File: config.mk
export PLATFORM = sky130hd
export DESIGN_NAME = dpram_port_arb_flat
export DESIGN_NICKNAME = d
export VERILOG_FILES = /design/src/rtl/dpram_port_arb_if.sv /design/src/rtl/dpram_port_arb.sv /design/src/flat_wrapper.sv
export SDC_FILE = /design/constraint.sdc
export NUM_CORES = 1
export LEC_CHECK = 0
export BUFFER_PORTS_ARGS = -buffer_cell sky130_fd_sc_hd__buf_2
export CORE_AREA = 2 2 87 89
export CTS_CLUSTER_SIZE = 16
export DETAILED_ROUTE_END_ITERATION = 8
export DIE_AREA = 0 0 89 91
export PLACE_DENSITY = 0.69
export SLEW_MARGIN = 20
export SYNTH_ARGS = -nofsm -noshare
export SYNTH_HDL_FRONTEND = slang
export SYNTH_SLANG_ARGS = --single-unit
File: constraint.sdc
create_clock -name clk -period 1.48 [get_ports clk]
set_input_delay 0.296 -clock clk [delete_from_list [all_inputs] [get_ports clk]]
set_output_delay 0.296 -clock clk [all_outputs]
set_load 0.02 [all_outputs]
File: src/rtl/dpram_port_arb_if.sv
// dpram_port_arb_if: one requester's handshake and data bus to the RAM port arbiter
interface dpram_port_arb_if #(parameter int ADDR_WIDTH = 3);
    logic                  req;
    logic                  lock;
    logic [ADDR_WIDTH-1:0] addr;
    logic [3:0]            we;
    logic [31:0]           dat_i;
    logic                  rdy;
    logic                  ack;
    logic [31:0]           dat_o;
    modport master (output req, lock, addr, we, dat_i, input rdy, ack, dat_o);
    modport slave  (input req, lock, addr, we, dat_i, output rdy, ack, dat_o);
endinterface

File: src/rtl/dpram_port_arb.sv
// dpram_port_arb: round-robin arbiter with burst lock sharing one RAM port between two requesters
module dpram_port_arb #(
    parameter int ADDR_WIDTH = 3
) (
    input  logic                  clk,
    input  logic                  rst,
    dpram_port_arb_if.slave       m0_if,
    dpram_port_arb_if.slave       m1_if,
    output logic [ADDR_WIDTH-1:0] ram_addr_o,
    output logic [3:0]            ram_we_o,
    output logic [31:0]           ram_di_o,
    input  logic [31:0]           ram_do_i
);
    if (ADDR_WIDTH > 10) begin : g_width_check
        $error("ADDR_WIDTH must not exceed 10");
    end
    typedef enum logic [1:0] {IDLE, GNT0, GNT1} state_t;
    state_t state_q, state_d;
    logic   last_q, last_d;
    logic   rdy0_q, rdy1_q, ack0_q, ack1_q;
    logic   issue0, issue1;
    // next grant: a lock pins the current owner, otherwise the other requester gets the next turn
    always_comb begin
        issue0  = m0_if.req && rdy0_q;
        issue1  = m1_if.req && rdy1_q;
        state_d = state_q == GNT0 ? (m0_if.lock ? GNT0 : m1_if.req ? GNT1 : m0_if.req ? GNT0 : IDLE)
                : state_q == GNT1 ? (m1_if.lock ? GNT1 : m0_if.req ? GNT0 : m1_if.req ? GNT1 : IDLE)
                : (m0_if.req && m1_if.req) ? (last_q ? GNT0 : GNT1)
                : m0_if.req ? GNT0 : m1_if.req ? GNT1 : IDLE;
        last_d  = state_d == GNT0 ? 1'b0 : state_d == GNT1 ? 1'b1 : last_q;
    end
    // grant state, registered ready flags and one-cycle-delayed acks
    always_ff @(posedge clk or posedge rst) begin
        if (rst) begin
            state_q <= IDLE;
            last_q  <= 1'b1;
            rdy0_q  <= 1'b0;
            rdy1_q  <= 1'b0;
            ack0_q  <= 1'b0;
            ack1_q  <= 1'b0;
        end else begin
            state_q <= state_d;
            last_q  <= last_d;
            rdy0_q  <= state_d == GNT0;
            rdy1_q  <= state_d == GNT1;
            ack0_q  <= issue0;
            ack1_q  <= issue1;
        end
    end
    assign m0_if.rdy   = rdy0_q;
    assign m1_if.rdy   = rdy1_q;
    assign m0_if.ack   = ack0_q;
    assign m1_if.ack   = ack1_q;
    assign m0_if.dat_o = ack0_q ? ram_do_i : 32'h0;
    assign m1_if.dat_o = ack1_q ? ram_do_i : 32'h0;
    assign ram_addr_o  = rdy1_q ? m1_if.addr : m0_if.addr;
    assign ram_di_o    = rdy1_q ? m1_if.dat_i : m0_if.dat_i;
    assign ram_we_o    = issue0 ? m0_if.we : issue1 ? m1_if.we : 4'h0;
endmodule

File: src/flat_wrapper.sv
// flat-port wrapper written by rule: the top's interface ports become plain ports
module dpram_port_arb_flat 
#(
    parameter int ADDR_WIDTH = 3
)
  (clk, rst, ram_addr_o, ram_we_o, ram_di_o, ram_do_i, m0_if_req, m0_if_lock, m0_if_addr, m0_if_we, m0_if_dat_i, m0_if_rdy, m0_if_ack, m0_if_dat_o, m1_if_req, m1_if_lock, m1_if_addr, m1_if_we, m1_if_dat_i, m1_if_rdy, m1_if_ack, m1_if_dat_o);
  dpram_port_arb_if #(.ADDR_WIDTH(ADDR_WIDTH)) m0_if_i ();
  dpram_port_arb_if #(.ADDR_WIDTH(ADDR_WIDTH)) m1_if_i ();
  input  logic clk;
  input  logic rst;
  output logic [ADDR_WIDTH-1:0] ram_addr_o;
  output logic [3:0] ram_we_o;
  output logic [31:0] ram_di_o;
  input  logic [31:0] ram_do_i;
  input wire logic [$bits(m0_if_i.req)-1:0] m0_if_req;
  input wire logic [$bits(m0_if_i.lock)-1:0] m0_if_lock;
  input wire logic [$bits(m0_if_i.addr)-1:0] m0_if_addr;
  input wire logic [$bits(m0_if_i.we)-1:0] m0_if_we;
  input wire logic [$bits(m0_if_i.dat_i)-1:0] m0_if_dat_i;
  output wire logic [$bits(m0_if_i.rdy)-1:0] m0_if_rdy;
  output wire logic [$bits(m0_if_i.ack)-1:0] m0_if_ack;
  output wire logic [$bits(m0_if_i.dat_o)-1:0] m0_if_dat_o;
  input wire logic [$bits(m1_if_i.req)-1:0] m1_if_req;
  input wire logic [$bits(m1_if_i.lock)-1:0] m1_if_lock;
  input wire logic [$bits(m1_if_i.addr)-1:0] m1_if_addr;
  input wire logic [$bits(m1_if_i.we)-1:0] m1_if_we;
  input wire logic [$bits(m1_if_i.dat_i)-1:0] m1_if_dat_i;
  output wire logic [$bits(m1_if_i.rdy)-1:0] m1_if_rdy;
  output wire logic [$bits(m1_if_i.ack)-1:0] m1_if_ack;
  output wire logic [$bits(m1_if_i.dat_o)-1:0] m1_if_dat_o;
  assign m0_if_i.req = m0_if_req;
  assign m0_if_i.lock = m0_if_lock;
  assign m0_if_i.addr = m0_if_addr;
  assign m0_if_i.we = m0_if_we;
  assign m0_if_i.dat_i = m0_if_dat_i;
  assign m0_if_rdy = m0_if_i.rdy;
  assign m0_if_ack = m0_if_i.ack;
  assign m0_if_dat_o = m0_if_i.dat_o;
  assign m1_if_i.req = m1_if_req;
  assign m1_if_i.lock = m1_if_lock;
  assign m1_if_i.addr = m1_if_addr;
  assign m1_if_i.we = m1_if_we;
  assign m1_if_i.dat_i = m1_if_dat_i;
  assign m1_if_rdy = m1_if_i.rdy;
  assign m1_if_ack = m1_if_i.ack;
  assign m1_if_dat_o = m1_if_i.dat_o;
  dpram_port_arb #(.ADDR_WIDTH(ADDR_WIDTH)) u_core (.clk(clk), .rst(rst), .m0_if(m0_if_i), .m1_if(m1_if_i), .ram_addr_o(ram_addr_o), .ram_we_o(ram_we_o), .ram_di_o(ram_di_o), .ram_do_i(ram_do_i));
endmodule
==> flow_summary.yaml <==
timing:
  setup_viol: 59
  rsz0062_at_grt: "yes"
  slew-limit-headroom_pct: 67.6
  fin_ws_ns: -0.224
  finalHoldViolCount: 0
  layout_worst_path_cycle_share_pct: 115
  clock_skew_ns: 0.00446
  fin_crit_ns: 1.70
  fmax_mhz: 587
  tightest_slew_ns: 0.485
  drv_slew: 0
routing:
  num_vias: 2015
  firstDrtPassIters: 4
  drcViolationCount: 0
  viasPerCell: 4.13
  drtAntennaViolNets: 0
  wl_per_cell_um: 14.8
  drtIter0Drc: 40
  drt_wl_total_mm: 7.20
synthesis:
  synth_xor_xnor_area_share_pct: 0.707
  synth_cells: 148
  yosysWarnings: 0
  ys_seq_area_share_pct: 14.2
  synth_seq_cells: 7
  synth_fa_ha_area_share_pct: 3.03
  synth-compound-area-share_pct: 4.14
  synthMuxAreaShare_pct: 32.6
  syn_avg_cell_area_sq_um: 8.37
  synthSimpleGateAreaFrac_pct: 40.9
  syn_nets: 267
  synth_top_family_by_area: "simple AND/OR/NAND/NOR gates"
  synthDistinctLibCells: 21
  netlist_area_sq_um: 1240
cts:
  clockBufferDepth: 2
  numClockSinks: 7
  clk_pin_slew_worst_paths_ns: 0.04
  cts_max_level: 1
  cts_tree: "done"
  cts_buffers: 3
  root_buffer: "clkbuf_8"
  clk_latency_ns: 0.24
finish:
  most-common-layout-cells: "173 x buf_2, 50 x and2_1, 41 x buf_6, 24 x mux2_2, 24 x buf_4"
  final_cells: 488
  syn_to_final_growth_pct: 161
  final_common_cell: "buf_2"
  n_fill_cell: 717
  fin_nets: 509
  layout-drive-gt1-share_pct: 81.5
  antenna_cells: 0
place:
  dp.cells: 466
  dp_hpwl_mm: 4.97
  place.gp.congestion: 0.730
  portBuffers: 222
setup_path:
  crit_family: "flip-flops"
  cpMaxStageDelayCell: "dfrtp_2"
  startpoint: "u_core.m1_if.rdy"
  cp-start-kind: "register"
  cp.arrival_ns: 1.41
  crit_chain: "buf_4 -> and2_4 -> nor2b_4 -> a22o_1 -> buf_6"
  rr_worst_depth: 5
  r2r-end: "u_core.last_q"
  worst_setup_path_end_kind: "output pin"
  cp_max_fo: 4
  r2r_slack_ns: -0.20
  crit_buf_inv: 2
  critPathMaxStageDelay_ns: 0.44
  crit_type: "register to output pin"
  reg2reg_from: "u_core.state_q[0]"
  cp.required_ns: 1.18
pwr:
  peakVddDrop_uv: 1360
  leakage_nw: 1.82
  switchingPower_w: 0.00194
  power_frac_comb_pct: 84.9
  power.total_w: 0.00442
  switching_share_pct: 43.7
  p_per_area_nw_per_um2: 1370
  p_clk_share_pct: 6.4
  seqPwrFrac_pct: 8.8
  intPower_w: 0.00249
grt:
  grt.overflow.total: 0
  antenna_found_initial: 0
  grt_max_degree: 37
  grt_pass1_wl_mm: 8.31
  grt_pass1_vias: 1758
  grt_use_total_pct: 12.5
job:
  maxCapViolCount: 0
floorplanning:
  rows: 31
  io_pins: 223
  start_util_pct: 17.4
  die_h_um: 91
  dieArea_sq_um: 8100
  die_x_um: 89
  core_sq_um: 7140
worst_hold_path:
  hp-class: "input port to register"
  holdPathEnd: "u_core.m0_if.ack"
  min_path_cells: 2
  min-delay-start: "m0_if_req"
run_status:
  status: "complete, but fails checks"
  violations: "negative setup slack"
per-stage QoR:
| stage | util (%) | area (sq um) | setup slack, ns | hold WS [ns] | setup TNS [ns] |
|---|---|---|---|---|---|
| after CTS | 36.8 | 2620 | -0.182 | 0.458 | -6.63 |
| final | 45.2 | 3230 | -0.224 | 0.398 | -7.68 |
| after global placement | 35.1 | 2500 | -0.133 | 0.242 | -0.171 |
| after floorplan | - | 1260 | -0.0745 | 0.0986 | -0.0745 |
| after global routing | 45.2 | 3230 | -0.251 | 0.408 | -9.85 |
| after detailed placement | 35.1 | 2500 | -0.177 | 0.241 | -1.49 |
routing by layer:
metal / up-vias / wire, um / GRT usage (%)
li1: 973 / - / -
met1: 924 / 2690 / 14.8
met2: 104 / 3850 / 22.5
met3: 14 / 548 / 2.82
met4: 0 / 114 / 2.99
met5: - / 0 / 0
cell type report:
class	instances	area (sq um)	area share (%)
inverters	2	7.51	0.233
flip-flops and latches	7	186	5.78
repair buffers	248	1690	52.5
clock buffers	4	45.0	1.40
multi-input cells	128	1170	36.3
well taps	99	124	3.84
sequential cells by signal (all words and copies together) (netlist names):
signal and cells:
u_core.state_q 2, u_core.m1_if.ack 1, u_core.m0_if.rdy 1, u_core.last_q 1
u_core.m1_if.rdy 1, u_core.m0_if.ack 1
Yosys cell counts, drive strengths merged:
cell	number	area [sq um]
a21oi	2	10.0
a22o	4	35.0
and2	66	413
and4bb	1	12.5
buf	4	20.0
clkbuf	7	26.3
dfrtp	6	150
dfstp	1	26.3
ha	3	37.5
inv	2	7.51
mux2	35	394
mux2i	1	10.0
nand2	3	11.3
nand2b	1	6.26
nor2b	3	18.8
nor3	2	10.0
nor3b	1	7.51
nor4b	1	8.76
o22ai	1	6.26
or3	3	18.8
xor2	1	8.76
worst reg2reg max path: stages, from the launching register on:
cell,delay (ns)
dfrtp_2,0.44
xor2_2,0.20
o22ai_2,0.10
or3_4,0.42
ha_4,0.28
mux2i_1,0.17
power groups by stage:
stage                     Combinational (W)  Clock [W]  Sequential, W
final                               0.00375   0.000281       0.000389
after floorplan                     0.00161          0       0.000381
after CTS                           0.00260   0.000274       0.000426
after detailed placement            0.00241          0       0.000425
after global routing                0.00396   0.000291       0.000401
after global placement              0.00238          0       0.000415
cells by family (layout without fill, tap and decap cells):
group,Yosys count,in the layout
AND/OR/NAND/NOR,81,81
multiplexers,36,36
buffers and inverters,13,254
AO/OA/AOI/OAI,7,7
flip-flops,7,7
adder cells (fa/ha/maj),3,3
XOR/XNOR,1,1
how the worst max path moves through the flow:
stage | cells after the start | to | slack [ns]
after floorplan | 4 | u_core.last_q | -0.07
after global placement | 5 | u_core.last_q | -0.13
after detailed placement | 5 | u_core.last_q | -0.18
after CTS | 3 | ram_di_o[12] | -0.18
after global routing | 5 | ram_we_o[2] | -0.25
final | 5 | ram_we_o[2] | -0.22
what timing repair did:
| item | in CTS | in global routing |
|---|---|---|
| pin swaps | 0 | 18 |
| endpoints found under the setup margin | 108 | 103 |
| cloned | 0 | 5 |
| setup buffers | 3 | 9 |
| resized for setup | 12 | 129 |
| hold buffers | 1 | 0 |
| hold endpoints to repair | 3 | 0 |
No activity file was read; power rests on OpenSTA's default activity.
